--- src/rtl/nibble_serial_adder.sv ---
// Serial WIDTH-bit adder sequencer: feeds one nibble per cycle to an external
// combinational 4-bit adder, chains its carry and assembles the result.
module nibble_serial_adder #(
  parameter int WIDTH = 16
) (
  input  logic             clk,
  input  logic             rst,
  input  logic             in_valid,
  output logic             in_ready,
  input  logic [WIDTH-1:0] a,
  input  logic [WIDTH-1:0] b,
  input  logic             c_in,
  output logic [3:0]       add_x,
  output logic [3:0]       add_y,
  output logic             add_cin,
  input  logic [3:0]       add_s,
  input  logic             add_cout,
  output logic             out_valid,
  input  logic             out_ready,
  output logic [WIDTH-1:0] sum,
  output logic             c_out,
  output logic             ovf,
  output logic             busy
);
  localparam int NIB = WIDTH / 4;
  localparam int IW  = (NIB > 1) ? $clog2(NIB) : 1;
  localparam logic [IW-1:0] LAST = IW'(NIB - 1);

  typedef enum logic [1:0] {IDLE, RUN, DONE} state_t;

  state_t           state, state_nx;
  logic [WIDTH-1:0] a_r, b_r;
  logic             carry;
  logic [IW-1:0]    idx;
  logic             last;

  assign last = (idx == LAST);

  always_comb begin
    state_nx  = state;
    in_ready  = 1'b0;
    out_valid = 1'b0;
    busy      = 1'b0;
    add_x     = 4'h0;
    add_y     = 4'h0;
    add_cin   = 1'b0;
    case (state)
      IDLE: begin
        in_ready = 1'b1;
        if (in_valid) state_nx = RUN;
      end
      RUN: begin
        busy    = 1'b1;
        add_x   = a_r[4*idx +: 4];
        add_y   = b_r[4*idx +: 4];
        add_cin = carry;
        if (last) state_nx = DONE;
      end
      DONE: begin
        busy      = 1'b1;
        out_valid = 1'b1;
        if (out_ready) state_nx = IDLE;
      end
      default: state_nx = IDLE;
    endcase
  end

  always_ff @(posedge clk) begin
    if (rst) begin
      state <= IDLE;
      a_r   <= '0;
      b_r   <= '0;
      carry <= 1'b0;
      idx   <= '0;
      sum   <= '0;
      c_out <= 1'b0;
      ovf   <= 1'b0;
    end else begin
      state <= state_nx;
      case (state)
        IDLE: begin
          if (in_valid) begin
            a_r   <= a;
            b_r   <= b;
            carry <= c_in;
            idx   <= '0;
          end
        end
        RUN: begin
          sum[4*idx +: 4] <= add_s;
          carry           <= add_cout;
          if (last) begin
            c_out <= add_cout;
            // add_s[3] is the sum MSB on the final nibble
            ovf   <= (a_r[WIDTH-1] == b_r[WIDTH-1]) && (add_s[3] != a_r[WIDTH-1]);
          end else begin
            idx <= idx + 1'b1;
          end
        end
        default: ;
      endcase
    end
  end
endmodule

--- config.mk ---
export PLATFORM = sky130hd
export DESIGN_NAME = nibble_serial_adder
export DESIGN_NICKNAME = d
export VERILOG_FILES = /design/src/rtl/nibble_serial_adder.sv
export SDC_FILE = /design/constraint.sdc
export NUM_CORES = 1
export LEC_CHECK = 0
export CORE_AREA = 2 2 76 78
export CTS_CLUSTER_SIZE = 14
export DETAILED_ROUTE_END_ITERATION = 16
export DIE_AREA = 0 0 78 80
export PLACE_DENSITY = 0.79
export SYNTH_ARGS = -nofsm -noshare
export SYNTH_HDL_FRONTEND = slang
export SYNTH_SLANG_ARGS = --single-unit
--- constraint.sdc ---
create_clock -name clk -period 2.3 [get_ports clk]
set_input_delay 0.23 -clock clk [delete_from_list [all_inputs] [get_ports clk]]
set_output_delay 0.23 -clock clk [all_outputs]
set_load 0.01 [all_outputs]
### Word-level counts from Yosys, hierarchy flattened

Index checks and enable logic that the tools add are counted.

| word-level totals | value |
|---|---|
| flip-flop bits (word level) | 55 |
| input port bits | 42 |
| output and inout bits | 30 |
| word-level logic and storage cells | 48 |

| operators by class | value |
|---|---|
| add/sub/neg operators | 2 |
| equality and inequality tests | 9 |
| shifts and indexed selects | 4 |
| muxes and demuxes | 16 |
| reductions and logical operators | 9 |

Operators by type and width:

| kind | count |
|---|---|
| $neg 4->34 | 1 |
| $shift 4x34->16 const A | 1 |
| $shiftx 4x34->16 | 1 |
| $shiftx 16x5->4 | 2 |
| $bwmux 16 | 1 |
| $mux 2 | 5 |
| $mux 4 | 2 |
| $ne 2x2->1 const B | 4 |
| $pmux 2 s3 | 1 |
| $reduce_and 2->1 | 3 |
| $reduce_and 3->1 | 2 |
| $mux 1 | 5 |
| $eq 2x2->1 const B | 2 |
| $pmux 2 s2 | 1 |
| $add 2x1->2 const B | 1 |
| $eq 2x1->1 const B | 1 |
| $logic_not 2->1 | 1 |
| $pmux 1 s2 | 1 |
| $reduce_bool 2->1 | 1 |
| $reduce_or 2->1 | 1 |
| $eq 1x1->1 | 1 |
| $logic_and 1x1->1 | 1 |
| $ne 1x1->1 | 1 |

### Depth between registers and ports, before layout

Gate-level depths: netlist of run 1.

| depth | value |
|---|---|
| depth after elaboration | 3 |
| depth in mapped cells | 8 |
| mapped depth without buffers | 5 |

### Worst setup path after synthesis of run 1

OpenSTA, ideal clock, no wires.

| timing path | value |
|---|---|
| kind | reg-to-reg |
| from | reg idx[1] |
| to | reg sum[4] |
| library setup time | 128 ps |
| arrival | 1,676 ps |
| required time | 2,172 ps |
| slack | 496 ps |
| cell stages (with the launch flop) | 8 |
| buffers on the path | 2 |
| clock period less this slack | 1,804 ps |
| cell sequence | dfxtp_1 -> clkbuf_1 -> inv_1 -> ha_1 -> and4bb_2 -> buf_2 -> a32oi_1 -> nor2_1 |

| on the way | value |
|---|---|
| cells in the longest elaborated chain, start to end | 3 |
| elaborated cells between the ends (all ways) | 4 |
| those cells by class | add/sub: 1; shift: 2; mux: 1 |

Ends and longest elaborated chain:

| item | RTL line | text |
|---|---|---|
| start: declaration | 34 | `logic [IW-1:0] idx;` |
| start signal: assignment | 97 | `idx <= idx + 1'b1;` |
| $neg 4->34 * | 90 | `sum[4*idx +: 4] <= add_s;` |
| $shiftx 4x34->16 or $shift 4x34->16 (tied branches) | 90 |  |
| $bwmux 16 * | 90 |  |
| end signal: indexed assignment | 90 |  |
| end: declaration | 20 | `output logic [WIDTH-1:0] sum,` |

Every way passes the cells marked *; elsewhere a longest branch is shown, timed or not.
A chain may end at the register's enable or synchronous reset.

### Worst setup path in the final report of run 1

| timing path | value |
|---|---|
| from | reg idx[0] |
| to | out add_y[1] |

| on the way | value |
|---|---|
| cells in the longest elaborated chain, start to end | 2 |

Ends and longest elaborated chain:

| item | RTL line | text |
|---|---|---|
| $shiftx 16x5->4 | 55 | `add_y = b_r[4*idx +: 4];` |
| $mux 4 | 47 | `case (state)` |
| end: declaration | 14 | `output logic [3:0] add_y,` |

Every way passes these cells.

==> results of run 1 <==
-- worst min-delay path by stage --
stage,endpoint,slack (ns),start,cells past startpoint
floorplan,a_r[0],0.37,a[0],2
global placement,b_r[7],0.44,b_r[7],2
detailed placement,sum[3],0.44,sum[3],2
CTS,sum[14],0.45,rst,2
global route,b_r[15],0.47,b[15],3
finish,sum[4],0.45,rst,2
-- flip-flops by register name (all words and copies together) (netlist names) --
register and count:
idx 2, sum 16, state 2, carry 1
ovf 1, b_r 16, c_out 1, a_r 16
-- cells by family (layout without fill, tap and decap cells) --
family	Yosys count	count (layout)	synth area share, %
AOI/OAI and AO/OA	56	56	13.0
adders and majority gates	9	9	4.54
buffers and inverters	26	92	5.05
DFF	55	55	44.4
muxes	11	11	9.08
and+or+nand+nor	128	128	24.0
-- power by group through the flow --
stage               logic, uW  registers, uW  clock network (uW)
finish                    968           1170                 542
global route             1080           1190                 582
CTS                       971           1170                 553
detailed placement        952           1190                   0
global placement          940           1190                   0
floorplan                 651           1170                   0
-- stage by stage --
step | util, % | total power, uW | hold slack (ns) | cell area [um^2] | instances
2_1_floorplan | - | 1830 | 0.366 | 2480 | 285
3_3_place_gp | 59.6 | 2130 | 0.439 | 3220 | 415
3_5_place_dp | 59.6 | 2140 | 0.444 | 3220 | 415
4_1_cts | 61.4 | 2700 | 0.446 | 3320 | 423
5_1_grt | 61.5 | 2850 | 0.466 | 3320 | 423
6_report | 61.5 | 2680 | 0.452 | 3320 | 423
-- synth_stat cells, types with 2 or more instances --
library cell / count / area [um^2]
and2_1: 13 / 81.3
mux4_1: 4 / 105
a32oi_1: 8 / 70.1
a21oi_1: 43 / 215
nor2b_1: 3 / 18.8
ha_1: 9 / 113
nand4_1: 9 / 56.3
nor3_1: 2 / 10.0
a221oi_1: 2 / 17.5
dfxtp_1: 55 / 1100
nand2_1: 79 / 297
inv_1: 7 / 26.3
mux2i_1: 3 / 30.0
nor2_1: 11 / 41.3
clkbuf_1: 12 / 45.0
o21ai_0: 2 / 10.0
mux4_2: 4 / 90.1
buf_2: 4 / 20.0
nand2b_1: 6 / 37.5
and4bb_2: 2 / 25.0
-- cells in the final DEF, fill, tap and decap left out, types with 3 or more instances in the layout --
| cell type | instances |
|---|---|
| mux2i_1 | 3 |
| a21oi_1 | 43 |
| mux4_2 | 4 |
| clkbuf_8 | 6 |
| buf_4 | 6 |
| mux4_1 | 4 |
| inv_1 | 7 |
| nand4_1 | 9 |
| ha_1 | 9 |
| nor2b_1 | 3 |
| nand2_1 | 79 |
| a32oi_1 | 8 |
| dfxtp_1 | 54 |
| and2_1 | 13 |
| clkdlybuf4s50_1 | 70 |
| nor2_1 | 11 |
| nand2b_1 | 6 |
-- area by class of cell --
cell class | instances | area share, %
multi-input cells | 204 | 37.7
flip-flops and latches | 55 | 33.2
repair buffers | 78 | 22.9
well taps | 72 | 2.71
clock buffers | 6 | 2.49
inverters | 7 | 0.791
clock inverters | 1 | 0.151
-- worst register-to-register path, cell delays in order (launching register included) --
cell and delay (ns):
dfxtp_1 0.37, buf_6 0.14, buf_4 0.16, inv_1 0.12, ha_1 0.38, and4bb_2 0.35
nand4_1 0.13, a21oi_1 0.17
-- timing repair --
| item | in CTS | in global routing |
|---|---|---|
| setup endpoints to repair | 1 | 1 |
| resized for setup | 1 | 1 |
| pin swaps | 0 | 0 |
| setup buffers | 1 | 0 |
-- routing by layer --
layer | GRT usage [%] | part of all wire, % | up-vias
li1 | - | - | 1107
met4 | 7.89 | 1.8 | 0
met1 | 23.3 | 42 | 1034
met3 | 4.52 | 4.4 | 9
met2 | 36.1 | 51 | 51
met5 | 0 | 0 | -
==> results.toml, run 1 <==
[yosys]
syn-num-nets = 336
syn_inst = 285
seq_area_frac_synth_pct = 44.4
synthArstFlopShare_pct = 0
synth_seq_cells = 55
synthesis.area_um2 = 2480
avgSynthCellArea_um2 = 8.70
yosysWarningCount = 0
synth_flop_cell = "dfxtp_1"
synth_cell_types = 27
synth_edf_count = 0

[route]
dr.pass1.iters = 4
routedWlPerCell_um = 14.1
drtIter0Drc = 115
wirelength_mm = 5.97
ant_nets = 0
num_vias = 2201
vias_per_cell = 5.20
drc = 0

[clocking]
clock_latency_ns = 0.31
postCtsHoldBufs = 0
htree_levels = 2
clock-root-buffer = "clkbuf_8"
path_clk_slew_ns = 0.09
cts_buffer_depth = 2
clkSinkCount = 55
cts_buffers = 5
cts_tree = "done"

[grt]
grt_max_degree = 43
track_usage_pct = 20.1
grt_first_pass_wirelength_mm = 9.85
grt_overflow = 0
antenna_found_initial = 0
grt_pass1_vias = 2130

[die]
die_y_um = 80
die_w_um = 78
ioPinCount = 72
start_util_pct = 45.9
rows = 27
core_um2 = 5410
die_area_um2 = 6240

[pwr]
p_leak_uw = 0.00122
powerDensity_nw_per_um2 = 808
p_sw_uw = 892
p_clk_share_pct = 20.2
ir_worst_vdd_v = 0.000424
swShare_pct = 33.3
combPwrFrac_pct = 36.1
seqPwrFrac_pct = 43.7
p_int_uw = 1790

[job]
drv_cap = 0

[setup_path]
start_kind = "flip-flop"
cp_max_fo = 4
cpPeakStageDelay_ns = 0.55
worstPathRequired_ns = 2.07
endpoint_kind = "output port"
startpoint = "idx[0]"
r2r.worst_path.cells = 7
endpoint = "add_y[1]"
crit_chain = "buf_4, mux4_1, and2_1, clkdlybuf4s50_1"
path_depth = 4
r2r-end = "sum[9]"
critPathTopFamily = "buffers and inverters"
timing_worst_setup_path_type = "flip-flop to output port"
cpMaxStageDelayCell = "mux4_1"
ff2ff_setup_slack_ns = 0.41
cp.arrival_ns = 2.04
critPathBufInv = 2
r2r_start = "idx[0]"

[final_layout]
multi_input_comb_area_um2 = 1250
syn2layout_area_growth_pct = 34.0
n_fill_cell = 484
drive_gt1_share_pct = 6.55
nets = 402
seq_area_um2 = 1100
antenna_cells = 0

[place]
pre_cts_slack_ns = 0.345
gp_congestion = 0.777
dpl.hpwl_mm = 4.23
port_buffers = 71

[timing]
clock_skew_ns = 0.00610
min_period_ns = 2.27
finalWorstSetupSlack_ns = 0.0330
max_slew.worst_pin.slew_ns = 0.697
slew_headroom_pct = 53.5
rsz0062_at_grt = "no"
maxSlewViolCount = 0
setup_viol = 0
period_share_pct = 98.6
hold_viol = 0
fmax_mhz = 441
setup-tns-final_ns = 0

[status]
status = "finished clean"

[worst_hold_path]
hold_path_class = "input pin to flip-flop"
Note: power is estimated with default switching activity, not from simulation.
==> inputs of run 2 (changes only) <==
Clock period 2.3 ns to 2.2 ns, I/O delays scaled along.
==> run 2 against run 1 <==
Cell count grew 0.71%. Die area is the same. Clock skew shrank 0.0011 ns. Highest routed layer unchanged. Largest cell class unchanged.
==> results.toml, run 2 (same netlist as run 1, synthesis figures left out) <==
[pwr]
p_leak_uw = 0.00134
p_clk_share_pct = 25.8
seqPwrFrac_pct = 40.5
combPwrFrac_pct = 33.8
ir_worst_vdd_v = 0.000542
swShare_pct = 31.1
p_sw_uw = 939
powerDensity_nw_per_um2 = 890
p_int_uw = 2080

[timing]
maxSlewViolCount = 0
max_slew.worst_pin.slew_ns = 0.698
clock_skew_ns = 0.00499
min_period_ns = 2.04
period_share_pct = 92.6
hold_viol = 0
rsz0062_at_grt = "no"
setup-tns-final_ns = 0
setup_viol = 0
slew_headroom_pct = 53.4
fmax_mhz = 491

[final_layout]
drive_gt1_share_pct = 7.06
antenna_cells = 0
reg_top3 = "a_r: 16 flops, b_r: 16 flops, sum: 16 flops"
final_cells = 426
n_fill_cell = 502
final_cell_mix = "nand2_1, clkdlybuf4s50_1, dfxtp_1"
syn2layout_area_growth_pct = 36.6
layout_commonest_cell = "nand2_1"
nets = 404

[setup_path]
startpoint = "state[1]"
crit_chain = "inv_1, ha_2, and2_1, clkdlybuf4s50_1"
r2r-end = "sum[4]"
cpMaxStageDelayCell = "clkdlybuf4s50_1"
cpPeakStageDelay_ns = 0.55
timing_worst_setup_path_type = "flip-flop to output port"
r2r.worst_path.cells = 7
start_kind = "flip-flop"
r2r_start = "idx[0]"
ff2ff_setup_slack_ns = 0.32
critPathTopFamily = "buffers and inverters"
critPathBufInv = 2
cp.arrival_ns = 1.82
endpoint_kind = "output port"
cp_max_fo = 13
worstPathRequired_ns = 1.98

[worst_hold_path]
min_to = "sum[6]"
hold_path_class = "input pin to flip-flop"
hp-start = "rst"
hold_depth = 2

[route]
wirelength_mm = 5.91
num_vias = 2172
drtIter0Drc = 122
ant_nets = 0
dr.pass1.iters = 4
drc = 0
vias_per_cell = 5.10
routedWlPerCell_um = 13.9

[place]
port_buffers = 71
dpl.hpwl_mm = 4.27
gp_congestion = 0.789
dp_cells = 417

[grt]
antenna_found_initial = 0
grt_first_pass_wirelength_mm = 9.73
grt_pass1_vias = 2062
grt_overflow = 0
grt_max_degree = 43
track_usage_pct = 20.1

[die]
core_um2 = 5410
die_area_um2 = 6240
ioPinCount = 72
die_w_um = 78
start_util_pct = 45.9
die_y_um = 80
rows = 27

[clocking]
cts_tree = "done"
cts_buffers = 5
cts_buffer_depth = 2
path_clk_slew_ns = 0.09
clock-root-buffer = "clkbuf_8"
clkSinkCount = 55
clock_latency_ns = 0.31
htree_levels = 2

[job]
drv_cap = 0

[status]
status = "finished clean"
[run 2: cell types whose count changed in the layout (fill, tap and decap cells not counted)]
cell,previous run,this run
clkdlybuf4s50_1,70,62
dlygate4sd2_1,0,4
dlymetal6s2s_1,0,4
buf_4,6,8
bufinv_16,0,2
clkbuf_1,0,1
clkbuf_8,6,5
clkinv_2,1,0
dfxtp_1,54,55
dfxtp_2,1,0
ha_1,9,8
ha_2,0,1
[run 2: power by group through the flow]
stage / Sequential, uW / Clock (uW) / Combinational (uW)
detailed placement: 1250 / 0 / 1000
global placement: 1240 / 0 / 989
finish: 1220 / 777 / 1020
global route: 1240 / 824 / 1130
floorplan: 1230 / 0 / 681
CTS: 1220 / 787 / 1020
[run 2: stage by stage]
step	worst slack [ns]	cell area (um^2)	power, uW	util [%]	hold slack (ns)
2_1_floorplan	0.396	2480	1910	-	0.356
3_3_place_gp	0.267	3240	2230	59.9	0.438
3_5_place_dp	0.275	3240	2250	59.9	0.444
4_1_cts	0.0210	3380	3030	62.5	0.437
5_1_grt	0.0783	3390	3190	62.7	0.437
6_report	0.163	3390	3020	62.7	0.436
[run 2: area by class of cell]
| class | count | area [um^2] | share of cell area, % |
|---|---|---|---|
| inverters | 7 | 26.3 | 0.775 |
| multi-input cells | 204 | 1260 | 37.1 |
| clock buffers | 6 | 72.6 | 2.14 |
| clock inverters | 2 | 60.1 | 1.77 |
| flip-flops and latches | 55 | 1100 | 32.5 |
| well taps | 72 | 90.1 | 2.66 |
| repair buffers | 80 | 782 | 23.1 |
[run 2: per-layer routing]
layer	GRT usage [%]	up-vias	part of all wire, %	wire length (um)
met3	4.52	6	5.1	303
met4	7.54	0	1.8	104
met1	24.5	996	43	2560
met2	34.9	59	50	2940
li1	-	1111	-	-
met5	0	-	0	0
[run 2: repair_timing]
action | 4_1_cts | 5_1_grt
hold buffers | 0 | 0
buffers inserted | 1 | 0
endpoints found under the hold margin | 0 | 0
setup endpoints to repair | 5 | 5
gates resized for setup | 5 | 5
[run 2: worst max-delay path by stage]
stage,endpoint,cells past startpoint
2_1_floorplan,sum[4],7
3_3_place_gp,add_x[3],4
3_5_place_dp,add_x[3],4
4_1_cts,add_cin,4
5_1_grt,add_cin,4
6_report,add_cin,4
==> inputs of run 3 (changes only) <==
Settings changed: TNS_END_PERCENT from default to 100.
==> results of run 3 <==
Final layout, timing and power as in run 2 (identical DEF).
